$ cat src/rtl/uart_pkt_pkg.sv
// Shared definitions for the UART packet controller slice.
// Contents: FSM state encoding, drop-cause codes, default start-of-packet
// marker and the running checksum helper.
package uart_pkt_pkg;

    typedef enum logic [2:0] {
        ST_IDLE   = 3'd0,
        ST_ADDR   = 3'd1,
        ST_LEN    = 3'd2,
        ST_DATA   = 3'd3,
        ST_CSUM   = 3'd4,
        ST_COMMIT = 3'd5,
        ST_DONE   = 3'd6
    } pkt_state_t;

    localparam logic [1:0] ERR_NONE    = 2'd0;
    localparam logic [1:0] ERR_LEN     = 2'd1;
    localparam logic [1:0] ERR_CSUM    = 2'd2;
    localparam logic [1:0] ERR_TIMEOUT = 2'd3;

    localparam logic [7:0] HDR_BYTE_DEF = 8'hA5;

    // Packet checksum is a plain 8-bit modular sum of ADDR, LEN and payload.
    function automatic logic [7:0] csum_add(input logic [7:0] acc, input logic [7:0] b);
        return acc + b;
    endfunction

endpackage

$ cat src/rtl/uart_pkt_buf.sv
// Payload store for one packet: DEPTH x 8 register array.
// Ports: clk, we/waddr/wdat synchronous write port, raddr/rdat
// asynchronous read port. Contents are intentionally not reset.
module uart_pkt_buf
    import uart_pkt_pkg::*;
#(
    parameter int DEPTH = 16,
    parameter int AW    = 4
) (
    input  logic          clk,
    input  logic          we,
    input  logic [AW-1:0] waddr,
    input  logic [7:0]    wdat,
    input  logic [AW-1:0] raddr,
    output logic [7:0]    rdat
);

    logic [7:0] mem_r [DEPTH];

    // Capture one payload byte per write strobe.
    always_ff @(posedge clk) begin
        if (we) begin
            mem_r[waddr] <= wdat;
        end
    end

    assign rdat = mem_r[raddr];

endmodule

$ cat src/rtl/uart_rx_pkt_ctrl.sv
// Packet controller behind the UART receiver. Frames HDR, ADDR, LEN,
// payload, CSUM; verifies the checksum and only then commits the payload
// as a burst of register writes with a ready handshake.
// Ports: clk, rst (async, active-high), rx_dat/rx_rdy byte stream,
// wr_en/wr_addr/wr_dat/wr_rdy register write port, pkt_done/pkt_err
// pulses, err_code (cause of last drop), busy.
// Build option: define PKT_STAT_EN to add saturating good_cnt/bad_cnt.
module uart_rx_pkt_ctrl
    import uart_pkt_pkg::*;
#(
    parameter int         MAX_LEN     = 16,
    parameter logic [7:0] HDR_BYTE    = HDR_BYTE_DEF,
    parameter int         TIMEOUT_CYC = 50000,
    parameter int         TO_WIDTH    = 16
) (
    input  logic       clk,
    input  logic       rst,
    input  logic [7:0] rx_dat,
    input  logic       rx_rdy,
    output logic       wr_en,
    output logic [7:0] wr_addr,
    output logic [7:0] wr_dat,
    input  logic       wr_rdy,
    output logic       pkt_done,
    output logic       pkt_err,
    output logic [1:0] err_code,
    output logic       busy
`ifdef PKT_STAT_EN
    ,
    output logic [15:0] good_cnt,
    output logic [15:0] bad_cnt
`endif
);

    localparam int                AW        = (MAX_LEN > 1) ? $clog2(MAX_LEN) : 1;
    localparam logic [8:0]        MAX_LEN_9 = 9'(MAX_LEN);
    localparam logic [TO_WIDTH-1:0] TO_LAST = TO_WIDTH'(TIMEOUT_CYC - 1);

    pkt_state_t          state_r;
    logic [7:0]          base_r;
    logic [AW-1:0]       last_r;     // len-1, index of the final payload byte
    logic [AW-1:0]       idx_r;
    logic [7:0]          acc_r;
    logic [TO_WIDTH-1:0] to_cnt_r;
    logic                wr_en_r;
    logic [7:0]          wr_addr_r;
    logic [7:0]          wr_dat_r;
    logic                pkt_done_r;
    logic                pkt_err_r;
    logic [1:0]          err_code_r;
    logic                busy_r;

    logic                buf_we_s;
    logic [AW-1:0]       buf_rd_idx_s;
    logic [7:0]          buf_rd_dat_s;
    logic [AW-1:0]       idx_nxt_s;

    assign idx_nxt_s = idx_r + AW'(1);
    assign buf_we_s  = (state_r == ST_DATA) && rx_rdy;

    // Read port looks one entry ahead during the burst so the next write
    // data is ready on acceptance; in CSUM it presents entry 0.
    always_comb begin
        buf_rd_idx_s = '0;
        if (state_r == ST_COMMIT) begin
            buf_rd_idx_s = idx_nxt_s;
        end else begin
            buf_rd_idx_s = '0;
        end
    end

    uart_pkt_buf #(.DEPTH(MAX_LEN), .AW(AW)) u_buf (
        .clk   (clk),
        .we    (buf_we_s),
        .waddr (idx_r),
        .wdat  (rx_dat),
        .raddr (buf_rd_idx_s),
        .rdat  (buf_rd_dat_s)
    );

    // Packet framing, checksum, timeout and commit FSM with registered outputs.
    always_ff @(posedge clk or posedge rst) begin
        if (rst) begin
            state_r    <= ST_IDLE;
            base_r     <= 8'd0;
            last_r     <= '0;
            idx_r      <= '0;
            acc_r      <= 8'd0;
            to_cnt_r   <= '0;
            wr_en_r    <= 1'b0;
            wr_addr_r  <= 8'd0;
            wr_dat_r   <= 8'd0;
            pkt_done_r <= 1'b0;
            pkt_err_r  <= 1'b0;
            err_code_r <= ERR_NONE;
            busy_r     <= 1'b0;
        end else begin
            pkt_done_r <= 1'b0;
            pkt_err_r  <= 1'b0;
            case (state_r)
                ST_IDLE: begin
                    to_cnt_r <= '0;
                    if (rx_rdy && (rx_dat == HDR_BYTE)) begin
                        state_r <= ST_ADDR;
                        busy_r  <= 1'b1;
                    end
                end
                ST_ADDR, ST_LEN, ST_DATA, ST_CSUM: begin
                    if (rx_rdy) begin
                        to_cnt_r <= '0;
                        case (state_r)
                            ST_ADDR: begin
                                base_r  <= rx_dat;
                                acc_r   <= rx_dat;
                                state_r <= ST_LEN;
                            end
                            ST_LEN: begin
                                if ((rx_dat == 8'd0) || ({1'b0, rx_dat} > MAX_LEN_9)) begin
                                    pkt_err_r  <= 1'b1;
                                    err_code_r <= ERR_LEN;
                                    state_r    <= ST_IDLE;
                                    busy_r     <= 1'b0;
                                end else begin
                                    last_r  <= AW'(rx_dat - 8'd1);
                                    idx_r   <= '0;
                                    acc_r   <= csum_add(acc_r, rx_dat);
                                    state_r <= ST_DATA;
                                end
                            end
                            ST_DATA: begin
                                acc_r <= csum_add(acc_r, rx_dat);
                                if (idx_r == last_r) begin
                                    state_r <= ST_CSUM;
                                end else begin
                                    idx_r <= idx_nxt_s;
                                end
                            end
                            ST_CSUM: begin
                                if (rx_dat == acc_r) begin
                                    idx_r     <= '0;
                                    wr_en_r   <= 1'b1;
                                    wr_addr_r <= base_r;
                                    wr_dat_r  <= buf_rd_dat_s;
                                    state_r   <= ST_COMMIT;
                                end else begin
                                    pkt_err_r  <= 1'b1;
                                    err_code_r <= ERR_CSUM;
                                    state_r    <= ST_IDLE;
                                    busy_r     <= 1'b0;
                                end
                            end
                            default: begin
                                state_r <= ST_IDLE;
                                busy_r  <= 1'b0;
                            end
                        endcase
                    end else if (to_cnt_r == TO_LAST) begin
                        pkt_err_r  <= 1'b1;
                        err_code_r <= ERR_TIMEOUT;
                        state_r    <= ST_IDLE;
                        busy_r     <= 1'b0;
                    end else begin
                        to_cnt_r <= to_cnt_r + TO_WIDTH'(1);
                    end
                end
                ST_COMMIT: begin
                    // Address/data only move on acceptance, so they hold while stalled.
                    if (wr_en_r && wr_rdy) begin
                        if (idx_r == last_r) begin
                            wr_en_r <= 1'b0;
                            state_r <= ST_DONE;
                        end else begin
                            idx_r     <= idx_nxt_s;
                            wr_addr_r <= base_r + 8'(idx_nxt_s);
                            wr_dat_r  <= buf_rd_dat_s;
                        end
                    end
                end
                ST_DONE: begin
                    pkt_done_r <= 1'b1;
                    state_r    <= ST_IDLE;
                    busy_r     <= 1'b0;
                end
                default: begin
                    wr_en_r <= 1'b0;
                    state_r <= ST_IDLE;
                    busy_r  <= 1'b0;
                end
            endcase
        end
    end

    assign wr_en    = wr_en_r;
    assign wr_addr  = wr_addr_r;
    assign wr_dat   = wr_dat_r;
    assign pkt_done = pkt_done_r;
    assign pkt_err  = pkt_err_r;
    assign err_code = err_code_r;
    assign busy     = busy_r;

`ifdef PKT_STAT_EN
    logic [15:0] good_cnt_r;
    logic [15:0] bad_cnt_r;

    // Saturating packet statistics.
    always_ff @(posedge clk or posedge rst) begin
        if (rst) begin
            good_cnt_r <= 16'd0;
            bad_cnt_r  <= 16'd0;
        end else begin
            if (pkt_done_r && (good_cnt_r != 16'hFFFF)) begin
                good_cnt_r <= good_cnt_r + 16'd1;
            end
            if (pkt_err_r && (bad_cnt_r != 16'hFFFF)) begin
                bad_cnt_r <= bad_cnt_r + 16'd1;
            end
        end
    end

    assign good_cnt = good_cnt_r;
    assign bad_cnt  = bad_cnt_r;
`endif

endmodule

$ cat config.mk
export PLATFORM = sky130hd
export DESIGN_NAME = uart_rx_pkt_ctrl
export DESIGN_NICKNAME = d
export VERILOG_FILES = /design/src/rtl/uart_pkt_pkg.sv /design/src/rtl/uart_pkt_buf.sv /design/src/rtl/uart_rx_pkt_ctrl.sv
export SDC_FILE = /design/constraint.sdc
export NUM_CORES = 1
export LEC_CHECK = 0
export BUFFER_PORTS_ARGS = -buffer_cell sky130_fd_sc_hd__buf_2
export CORE_MARGIN = 5
export CORE_UTILIZATION = 40
export DETAILED_ROUTE_END_ITERATION = 8
export GPL_TIMING_DRIVEN = 0
export PLACE_DENSITY_LB_ADDON = 0.25
export SLEW_MARGIN = 20
export SYNTH_ARGS = -nofsm -noshare
export SYNTH_HDL_FRONTEND = slang
export SYNTH_SLANG_ARGS = --single-unit
$ cat constraint.sdc
create_clock -name clk -period 3.3 [get_ports clk]
set_input_delay 0.33 -clock clk [delete_from_list [all_inputs] [get_ports clk]]
set_output_delay 0.33 -clock clk [all_outputs]
set_load 0.05 [all_outputs]
## Word-level counts from Yosys, hierarchy flattened

Memories as Yosys holds them, arrays and structs flattened.
Cells that the tools add are included.

- Bits in registers: 65
- Bits in writable memories: 128
- Bits of input ports: 12
- Output and inout port bits: 22
- Word-level logic and storage cells: 138
- Memories kept: 1

Memories:

| memory | words | width | read ports | clocked after memory_dff | wr ports | RTL line | RTL |
|---|---|---|---|---|---|---|---|
| u_buf.mem_r | 16 | 8 | 1 | 0 | 1 | uart_pkt_buf.sv:18 | `logic [7:0] mem_r [DEPTH];` |

- Add/sub/neg operators: 5
- $lt $le $gt $ge: 1
- Equal/unequal tests: 30
- Mux-type cells: 62
- Bitwise operators: 3
- Reductions and logical operators: 23

Operator list:

| kind | number |
|---|---|
| 8-bit two-way mux | 11 |
| 16-bit two-way mux | 2 |
| 16-bit one-hot mux with 2 select lines | 1 |
| 8-bit one-hot mux with 2 select lines | 2 |
| 4-bit two-way mux | 6 |
| 8-bit one-hot mux with 3 select lines | 1 |
| 6-bit AND reduction | 4 |
| 3-bit two-way mux | 7 |
| 3-bit inequality test (second input constant) | 7 |
| 1-bit two-way mux | 18 |
| 16-bit by 1-bit adder with 16-bit output (second input constant) | 1 |
| 16-bit equality test (second input constant) | 1 |
| 4-bit inequality test (second input constant) | 4 |
| 2-bit inequality test (second input constant) | 6 |
| 3-bit one-hot mux with 4 select lines | 1 |
| 4-bit one-hot mux with 3 select lines | 1 |
| 2-bit two-way mux | 5 |
| 5-bit AND reduction | 2 |
| 3-bit equality test (second input constant) | 3 |
| 1-bit one-hot mux with 3 select lines | 3 |
| 3-bit one-hot mux with 3 select lines | 1 |
| 8-bit by 4-bit adder with 8-bit output | 1 |
| 8-bit adder | 1 |
| 8-bit equality test | 1 |
| other kinds (24) | 34 |

## Logic depth before layout (Yosys ltp)

Gate-level depths: netlist of run 1.
An unclocked memory read counts as a cell.

- Word-level depth: 7
- Depth in mapped cells: 10
- Depth with buffers taken out: 9

## Hierarchy

Synthesis of run 1 repeated with hierarchy kept, for this count alone.

- Cells, all modules: 617
- Area total of the unflattened synthesis: 8859.7 µm²

By module, submodules not included:

| module | instances | cells each | area an instance (µm²) | seq. area each (µm²) |
|---|---|---|---|---|
| uart_pkt_buf | 1 | 221 | 4987.3 | 3843.7 |
| uart_rx_pkt_ctrl | 1 | 396 | 3872.5 | 1626.6 |

## Worst setup path after synthesis of run 1

Ideal clock, no wire load.

- Path kind: register to register
- Start: reg idx_r[0]
- End: reg wr_dat_r[1] (netlist: wr_dat[1])
- Arrival: 2.874 ns
- Required time: 3.205 ns
- Setup slack: 0.330 ns
- Cell stages (with the launch flop): 10
- Buffers on the path: 4
- Period minus slack after synthesis: 2.970 ns
- Cell sequence: dfrtp_1 clkbuf_1 clkinv_1 clkbuf_1 ha_1 clkbuf_1 clkbuf_1 mux2i_1 o22ai_1 o31ai_1

- Word-level cells in the longest chain between the ends: 7
- Elaborated cells between the ends (all ways): 12
- Classes of those cells: add/sub (1); eq/ne (2); mux (7); reduce/logical (1); memory (1)

RTL lines:

| what | RTL line | RTL |
|---|---|---|
| start, declared | uart_rx_pkt_ctrl.sv:42 | `logic [AW-1:0] idx_r;` |
| start signal, assigned | uart_rx_pkt_ctrl.sv:135 | `idx_r <= idx_nxt_s;` |
| start signal, assigned | uart_rx_pkt_ctrl.sv:173 | `idx_r <= idx_nxt_s;` |
| 4-bit by 1-bit adder with 4-bit output | uart_rx_pkt_ctrl.sv:58 | `assign idx_nxt_s = idx_r + AW'(1);` |
| 4-bit two-way mux | uart_rx_pkt_ctrl.sv:65 | `if (state_r == ST_COMMIT) begin` |
| memory 16 x 8 bit | n/a |  |
| 8-bit two-way mux | uart_rx_pkt_ctrl.sv:139 | `if (rx_dat == acc_r) begin` |
| 8-bit two-way mux | uart_rx_pkt_ctrl.sv:111 | `case (state_r)` |
| 8-bit two-way mux | uart_rx_pkt_ctrl.sv:109 | `if (rx_rdy) begin` |
| 8-bit one-hot mux with 2 select lines | uart_rx_pkt_ctrl.sv:100 | `case (state_r)` |
| end signal, assigned | uart_rx_pkt_ctrl.sv:143 | `wr_dat_r <= buf_rd_dat_s;` |
| end signal, assigned | uart_rx_pkt_ctrl.sv:175 | `wr_dat_r <= buf_rd_dat_s;` |
| end, declared | uart_rx_pkt_ctrl.sv:47 | `logic [7:0] wr_dat_r;` |

Several ways; a longest one is shown, not always the timed one. The select of a mux whose other input is x is not followed.
A chain may end at the register's enable or synchronous reset.

## Worst setup path in the final report of run 1

- Start: reg idx_r[0]
- End: reg wr_dat_r[3] (netlist: wr_dat[3])

Same word-level chain as after synthesis.

==> qor.txt, run 1 <==
RUN STATUS
---------------------------------------------------------------------------------
Outcome                                                              complete, no violations

SYNTHESIS
---------------------------------------------------------------------------------
EDFF count, synth                                                             128
Post-synthesis net count                                                      801
Syn Inst Count                                                                769
Post-synthesis register bit count                                             193
Fraction of synthesis flops using an asynchronous set or reset pin         33.68%
Top_reg_cell synth                                                   sky130_fd_sc_hd__edfxtp_1
Share of the yosys chip area belonging to registers                        59.83%
Yosys Warn Count                                                                0
Area of the mapped netlist                                               9143 um2
Number of distinct library cells after synthesis                               68
Mapped Avg Cell Area                                                    11.89 um2

FLOORPLAN
---------------------------------------------------------------------------------
Starting density of the core                                               40.50%
Vertical die dimension                                                   161.2 um
Num rows                                                                       55
Top-level port count                                                           34
Placeable core area                                                     22570 um2
Area of the die                                                         25980 um2
Chip width                                                               161.2 um

STA
---------------------------------------------------------------------------------
Final clock period utilization by the worst path                           96.52%
Final worst clock skew                                                 0.01380 ns
RSZ-0062 raised after global routing                                         true
Worst slew margin relative to its limit                                    37.52%
Number of hold violations in the final report                                   0
Slew @ Worst Pin                                                        0.9338 ns
Min Clock Period, post-route                                             3.185 ns
Total negative slack for setup checks                                        0 ns
Maximum operating frequency                                             313.9 MHz
Total count of max-transition violations in the final report                    0
Setup-failing EPs final                                                         0
Min setup slack post-route                                              0.1147 ns

CLOCKING
---------------------------------------------------------------------------------
Total number of H-tree levels                                                   4
Clock tree from TritonCTS                                                   built
Reg clk slew, reported paths                                              0.07 ns
Clock buffer depth                                                              2
Clock tree root driver cell                                          sky130_fd_sc_hd__clkbuf_16
Worst skew pair latency                                                   0.44 ns
Sinks on the clock net                                                        193
Clock buffer count from CTS                                                    17

SETUP PATH
---------------------------------------------------------------------------------
Top fanout value on the critical path                                          12
Nature of the critical path startpoint                                       flop
Element type at the critical path end                                        flop
Data required, critical path                                              3.60 ns
WP data arrival                                                           3.49 ns
Critical setup path kind                                             flop to flop

ROUTING
---------------------------------------------------------------------------------
Average routed wire per standard cell                                    19.66 um
Remaining routing DRC violations                                                0
Starting DRC count in detailed routing                                        508
Post-DR vias/cell                                                           5.633
Total length of routed wires                                             22080 um
Total number of vias                                                         6326
Number of nets with antenna violations after detailed routing                   0
Drt pass-1 iters                                                                5

PLACE
---------------------------------------------------------------------------------
Post-Place Cells                                                             1088
Half-perimeter wire length after detailed placement                      15110 um
Pre-CTS setup slack                                                     -1.244 ns
Count of input and output buffers                                              33
Post-detailed-placement cell area                                        9702 um2
GPL Wtd Cong                                                               0.8633

GRT
---------------------------------------------------------------------------------
Maximum number of pins on one net before global-route repair                   35
Vias in the first global route                                               6150
Number of antenna violations at the first check in global routing               0
Aggregate global routing overflow                                               0
Tot GR Track Use                                                           17.22%
Global-route wire length before repair                                   35190 um

CELLS AND AREA
---------------------------------------------------------------------------------
Syn-to-layout area delta                                                   13.69%
Fraction of final layout cells with drive strength greater than 1          13.01%
Final cell area excluding filler cells                                  10390 um2
Post-route insts no fill                                                     1123
Number of nets in the final layout                                            857
ANT cells                                                                       0

WORST HOLD PATH
---------------------------------------------------------------------------------
Min-Delay Path Class                                                 primary input to flop

POWER AND IR DROP
---------------------------------------------------------------------------------
PwrDens                                                              789.4 nW/um2
Post-layout power                                                        8.204 mW
Leakage power figure                                                     3.888 nW
Peak supply drop                                                         389.0 uV

JOB
---------------------------------------------------------------------------------
Max capacitance violation total                                                 0

-- area by class of cell --
| cell class | instances | area (um2) |
|---|---|---|
| multi-input cells | 522 | 3532 |
| well taps | 285 | 356.6 |
| plain buffers | 39 | 170.2 |
| clock buffers | 17 | 425.4 |
| clock inverters | 15 | 167.7 |
| inverters | 15 | 60.06 |
| fillers | 2063 | 12180 |
| flip-flops and latches | 193 | 5472 |
| repair buffers | 37 | 210.2 |
-- metrics by stage --
step,utilization (%),hold slack [ns]
after floorplan,-,0.4289
after global placement,42.82,0.4719
after detailed placement,42.98,0.3672
final,46.05,0.3181
after CTS,45.94,0.3038
after global routing,46.05,0.3443
-- Yosys cell counts, drive strengths merged (3+ instances only) --
cell type  number  area share (%)
o21ai          24             1.3
ha             18             2.5
o31ai          19             1.6
nand2          85             3.5
a22o            3            0.29
and4            3            0.29
xor2           12             1.1
and3            8            0.55
nand4b          3            0.29
a211oi         11            0.90
o211ai          4            0.33
or3             6            0.41
maj3            3            0.33
a31oi          16             1.1
nand4bb         3            0.37
nand3          18            0.99
a21oi          24             1.3
dfrtp          65              18
inv            14            0.57
nor2b          14            0.96
clkbuf         34             1.4
and2            4            0.27
a21o            6            0.49
o22ai          26             1.8
edfxtp        128              42
xnor2          11             1.1
a2111oi         8            0.77
nor4b           4            0.38
nand2b          5            0.34
nor4            3            0.37
nand4           6            0.41
buf             5            0.34
mux2i          34             3.7
nor2           52             2.1
o21a            5            0.41
mux2           19             2.4
nor3           34             1.9
-- cell families (layout without fill, tap and decap cells) --
kind of cell    Yosys count  in the layout  share of synthesized area [%]
xor+xnor                 23             23                          2.203
simple gates            262            262                          14.51
buf+inv                  54            123                          2.354
mux                      53             53                          6.145
compound gates          161            161                          11.73
fa+ha+maj                23             23                          3.230
flops                   193            193                          59.83
-- registers in the layout, summed over array words and instances (netlist names), 3 cells and up --
signal,flops
u_buf.mem_r,128
to_cnt_r,16
acc_r,8
base_r,8
wr_addr,8
wr_dat,8
idx_r,4
last_r,4
state_r,3
-- placed cells by master (no fill, tap or decap), drive strengths merged, types with 18 or more instances in the layout --
| cell | netlist | final |
|---|---|---|
| o21ai | 24 | 24 |
| nand2 | 85 | 85 |
| mux2i | 34 | 34 |
| dfrtp | 65 | 65 |
| edfxtp | 128 | 128 |
| o22ai | 26 | 26 |
| nor2 | 52 | 52 |
| ha | 18 | 18 |
| buf | 5 | 41 |
| inv | 14 | 20 |
| a21oi | 24 | 24 |
| nand3 | 18 | 18 |
| clkbuf | 34 | 51 |
| mux2 | 19 | 19 |
| nor3 | 34 | 34 |
| o31ai | 19 | 19 |
-- per-layer routing --
layer  wire (um)  share of wire, %  vias up  track usage [%]
met5           0                 0        -                0
met4         391               1.8        0            5.428
met3         772               3.5       26            2.373
met2       10700                48      144            28.61
met1       10210                46     3132            23.58
li1            -                 -     3024                -
-- worst max-delay path, stage by stage, from the launching register on --
cell and delay, ns:
sky130_fd_sc_hd__dfrtp_2 0.43, sky130_fd_sc_hd__clkbuf_4 0.24, sky130_fd_sc_hd__clkinv_2 0.16, sky130_fd_sc_hd__clkbuf_4 0.27, sky130_fd_sc_hd__ha_2 0.43, sky130_fd_sc_hd__nand4b_1 0.12, sky130_fd_sc_hd__buf_4 0.19, sky130_fd_sc_hd__buf_4 0.14
sky130_fd_sc_hd__a211oi_1 0.28, sky130_fd_sc_hd__a31oi_1 0.12, sky130_fd_sc_hd__a2111oi_1 0.53, sky130_fd_sc_hd__o31ai_1 0.13
-- power breakdown --
part	internal (mW)	switching (mW)	total [mW]	leakage (nW)
sequential	2.85	0.200	3.05	1.98
clock	1.08	0.976	2.05	0.289
combinational	1.08	2.02	3.10	1.62
total	5.01	3.20	8.20	3.89
-- final timing paths --
path                             from          to  slack, ns  depth (start not counted)
max                          idx_r[0]   wr_dat[3]       0.11                         11
min                            wr_rdy       wr_en       0.32                          4
max reg2reg                  idx_r[0]   wr_dat[3]       0.11                         11
min reg2reg                wr_addr[7]  wr_addr[7]       0.49                          1
max in group asynchronous         rst    idx_r[0]       2.29                          4
min in group asynchronous         rst  wr_addr[6]       0.46                          3
-- what timing repair did --
action,in CTS,in global routing
pin swaps,1,1
endpoints found under the hold margin,31,0
gates resized for setup,21,7
buffers inserted,2,0
hold buffers,1,0
setup endpoints to repair,15,8
(Power assumes the default switching activity.)
==> run 2, diff against run 1 <==
- ABC_AREA: not set -> 1
==> qor.txt, run 2 <==
RUN STATUS
-------------------------------------------------------------------------------------
Outcome                                                                  complete, no violations

SETUP PATH
-------------------------------------------------------------------------------------
Cell count of the worst reg-to-reg path                                            12
Critical Path Max Stage Delay                                                 0.48 ns
Element type at the critical path end                                            flop
R2R setup slack                                                               0.15 ns
Data required, critical path                                                  3.68 ns
Combined buffer and inverter count along the critical path                          5
Top fanout value on the critical path                                              12
Nature of the critical path startpoint                                           flop
WP data arrival                                                               3.53 ns
R2r startpoint                                                               idx_r[0]
Critical-path cell with the highest stage delay                          sky130_fd_sc_hd__dfrtp_1
List of cells traversed by the critical path                             inv_1 > clkbuf_1 > buf_2 > ha_1 > inv_1 > clkbuf_1 > nand3_1 > nand2_1 > nand2_1 > nand3_1 > nand3_1 > nand2_1
Destination of the worst register-to-register timing path                   wr_dat[4]
Top Family by Delay on Critical Path                                     buffers and inverters
Critical setup path kind                                                 flop to flop

POWER AND IR DROP
-------------------------------------------------------------------------------------
Post-layout power                                                            8.206 mW
Leakage power figure                                                         4.805 nW
PwrDens                                                                  753.6 nW/um2
Peak supply drop                                                             380.7 uV

CLOCKING
-------------------------------------------------------------------------------------
Sinks on the clock net                                                            193
Number of buffers added for setup after CTS                                         0
Reg clk slew, reported paths                                                  0.07 ns
Clock tree from TritonCTS                                                       built
Clock buffer count from CTS                                                        17
Total number of H-tree levels                                                       4
Clock tree root driver cell                                              sky130_fd_sc_hd__clkbuf_16
Clock buffer depth                                                                  2
Worst skew pair latency                                                       0.44 ns

STA
-------------------------------------------------------------------------------------
Number of hold violations in the final report                                       0
Slew @ Worst Pin                                                            0.8807 ns
Min Clock Period, post-route                                                 3.148 ns
Setup-failing EPs final                                                             0
Min setup slack post-route                                                  0.1520 ns
Maximum operating frequency                                                 317.7 MHz
RSZ-0062 raised after global routing                                            false
Final worst clock skew                                                     0.01344 ns
Worst slew margin relative to its limit                                        41.07%
Total count of max-transition violations in the final report                        0
Final clock period utilization by the worst path                               95.39%

ROUTING
-------------------------------------------------------------------------------------
Met3 WL post-DR                                                               1192 um
Highest signal layer in the routed design                                        met4
Number of nets with antenna violations after detailed routing                       0
Average routed wire per standard cell                                        16.46 um
Starting DRC count in detailed routing                                            553
Wire length on met2                                                          11330 um
M1 WL                                                                        11380 um
Total number of vias                                                             7638
Drt pass-1 iters                                                                    6
Remaining routing DRC violations                                                    0
Post-DR vias/cell                                                               5.126
Total length of routed wires                                                 24530 um

FLOORPLAN
-------------------------------------------------------------------------------------
Num rows                                                                           57
Placeable core area                                                         24110 um2
Chip width                                                                   165.9 um
Area of the die                                                             27530 um2
Starting density of the core                                                   40.35%
Vertical die dimension                                                       165.9 um
Top-level port count                                                               34

WORST HOLD PATH
-------------------------------------------------------------------------------------
Hold path endpoint                                                        to_cnt_r[2]
Cell depth of the worst min-delay path                                              4
Launch instance of the worst min-delay path                                    rx_rdy
Min-Delay Path Class                                                     primary input to flop

CELLS AND AREA
-------------------------------------------------------------------------------------
Syn-to-layout area delta                                                       11.95%
Largest register by flop count                                            u_buf.mem_r
Fraction of final layout cells with drive strength greater than 1              9.005%
Sequential cell area                                                         5470 um2
Most frequent standard cell in the layout excluding fill and tap cells   sky130_fd_sc_hd__nand2_1
Flip-flop count of the largest register, all copies and words added               128
Filler Cells Inserted                                                            2364
Top Registers                                                            u_buf.mem_r (128), to_cnt_r (16)
Leading cell types in the layout, fill and taps excluded                 298 x sky130_fd_sc_hd__nand2_1, 128 x sky130_fd_sc_hd__inv_1, 128 x sky130_fd_sc_hd__edfxtp_1, 115 x sky130_fd_sc_hd__nand3_1, 96 x sky130_fd_sc_hd__nor2_1
Number of nets in the final layout                                               1185
Area taken by multi-input logic gates                                        3573 um2
ANT cells                                                                           0

SYNTHESIS
-------------------------------------------------------------------------------------
Top-area cell type share of the netlist area                                   39.52%
Top_reg_cell synth                                                       sky130_fd_sc_hd__edfxtp_1
Post-synthesis register bit count                                                 193
EDFF count, synth                                                                 128
Number of distinct library cells after synthesis                                   40
Leading post-synthesis cells by instance count                           298 x sky130_fd_sc_hd__nand2_1, 129 x sky130_fd_sc_hd__inv_1, 128 x sky130_fd_sc_hd__edfxtp_1
Synth area leaders                                                       sky130_fd_sc_hd__edfxtp_1 40%, sky130_fd_sc_hd__dfrtp_1 17%, sky130_fd_sc_hd__nand2_1 12%
Share of the yosys chip area belonging to registers                            56.25%
Fraction of synthesis flops using an asynchronous set or reset pin             33.68%
Mapped Avg Cell Area                                                        8.849 um2
Area of the mapped netlist                                                   9726 um2
Leading cell type by number of instances after synthesis                 sky130_fd_sc_hd__nand2_1
Syn Inst Count                                                                   1099
Yosys Warn Count                                                                    0
Area leader, netlist                                                     sky130_fd_sc_hd__edfxtp_1
Post-synthesis net count                                                         1131

GRT
-------------------------------------------------------------------------------------
Number of antenna violations at the first check in global routing                   0
Vias in the first global route                                                   7265
Tot GR Track Use                                                               17.91%
Aggregate global routing overflow                                                   0
Maximum number of pins on one net before global-route repair                       44
Global-route wire length before repair                                       39610 um

JOB
-------------------------------------------------------------------------------------
Max capacitance violation total                                                     0

PLACE
-------------------------------------------------------------------------------------
Pre-CTS setup slack                                                       -0.09289 ns
Count of input and output buffers                                                  33
Half-perimeter wire length after detailed placement                          17010 um
GPL Wtd Cong                                                                   0.9130

==> run 2: area by class of cell <==
type,instances,share of cell area [%]
clock buffer,18,3.942
tap,324,3.723
buffer,39,1.586
timing repair buffer,35,1.862
inverter,136,4.735
multi-input combinational,731,32.82
sequential,193,50.24
clock inverter,14,1.092
==> run 2: metrics by stage <==
step | instances | cell area (um2) | utilization [%] | hold WS [ns] | setup TNS (ns)
floorplan | 1099 | 9726 | - | 0.4289 | 0
global placement | 1456 | 10300 | 42.71 | 0.4525 | -0.1949
detailed placement | 1457 | 10330 | 42.84 | 0.3165 | -0.3311
CTS | 1490 | 10890 | 45.16 | 0.2358 | 0
global route | 1490 | 10890 | 45.17 | 0.2527 | 0
finish | 1490 | 10890 | 45.17 | 0.2509 | 0
==> run 2: what timing repair did <==
action,in CTS,in global routing
hold buffers,1,0
resized for setup,1,5
endpoints found under the setup margin,8,8
cloned,0,0
endpoints found under the hold margin,22,0
==> run 2: metal layers <==
metal / up-vias / GRT usage [%]
li1: 3772 / -
met1: 3623 / 24.55
met2: 195 / 28.71
met3: 48 / 3.095
met4: 0 / 6.636
met5: - / 0
==> run 2: worst register-to-register path, cell delays in order (launching register included) <==
cell                       delay, ns
sky130_fd_sc_hd__dfrtp_1        0.48
sky130_fd_sc_hd__inv_1          0.14
sky130_fd_sc_hd__clkbuf_1       0.29
sky130_fd_sc_hd__buf_2          0.36
sky130_fd_sc_hd__ha_1           0.42
sky130_fd_sc_hd__inv_1          0.27
sky130_fd_sc_hd__clkbuf_1       0.44
sky130_fd_sc_hd__nand3_1        0.16
sky130_fd_sc_hd__nand2_1        0.14
sky130_fd_sc_hd__nand2_1        0.07
sky130_fd_sc_hd__nand3_1        0.12
sky130_fd_sc_hd__nand3_1        0.14
sky130_fd_sc_hd__nand2_1        0.09
==> run 2: worst max path at each step <==
stage,start,endpoint,cells after the start
floorplan,idx_r[0],wr_addr[6],12
global placement,idx_r[0],wr_dat[4],13
detailed placement,idx_r[0],wr_dat[3],13
finish,idx_r[0],wr_dat[4],12
global route,idx_r[0],wr_dat[3],13
CTS,idx_r[0],wr_dat[3],13
==> run 2: cells by family after synthesis <==
group | share of synthesized area [%]
AOI/OAI and AO/OA | 5.146
adders and majority gates | 2.727
DFF | 56.25
and+or+nand+nor | 27.52
xor gates and xnor gates | 1.351
buffers and inverters | 7.011
==> run 2: where the power goes <==
group,internal [mW],switching (mW)
Sequential,2.86,0.189
Clock,0.992,0.976
Combinational,0.899,2.29
Total,4.75,3.46
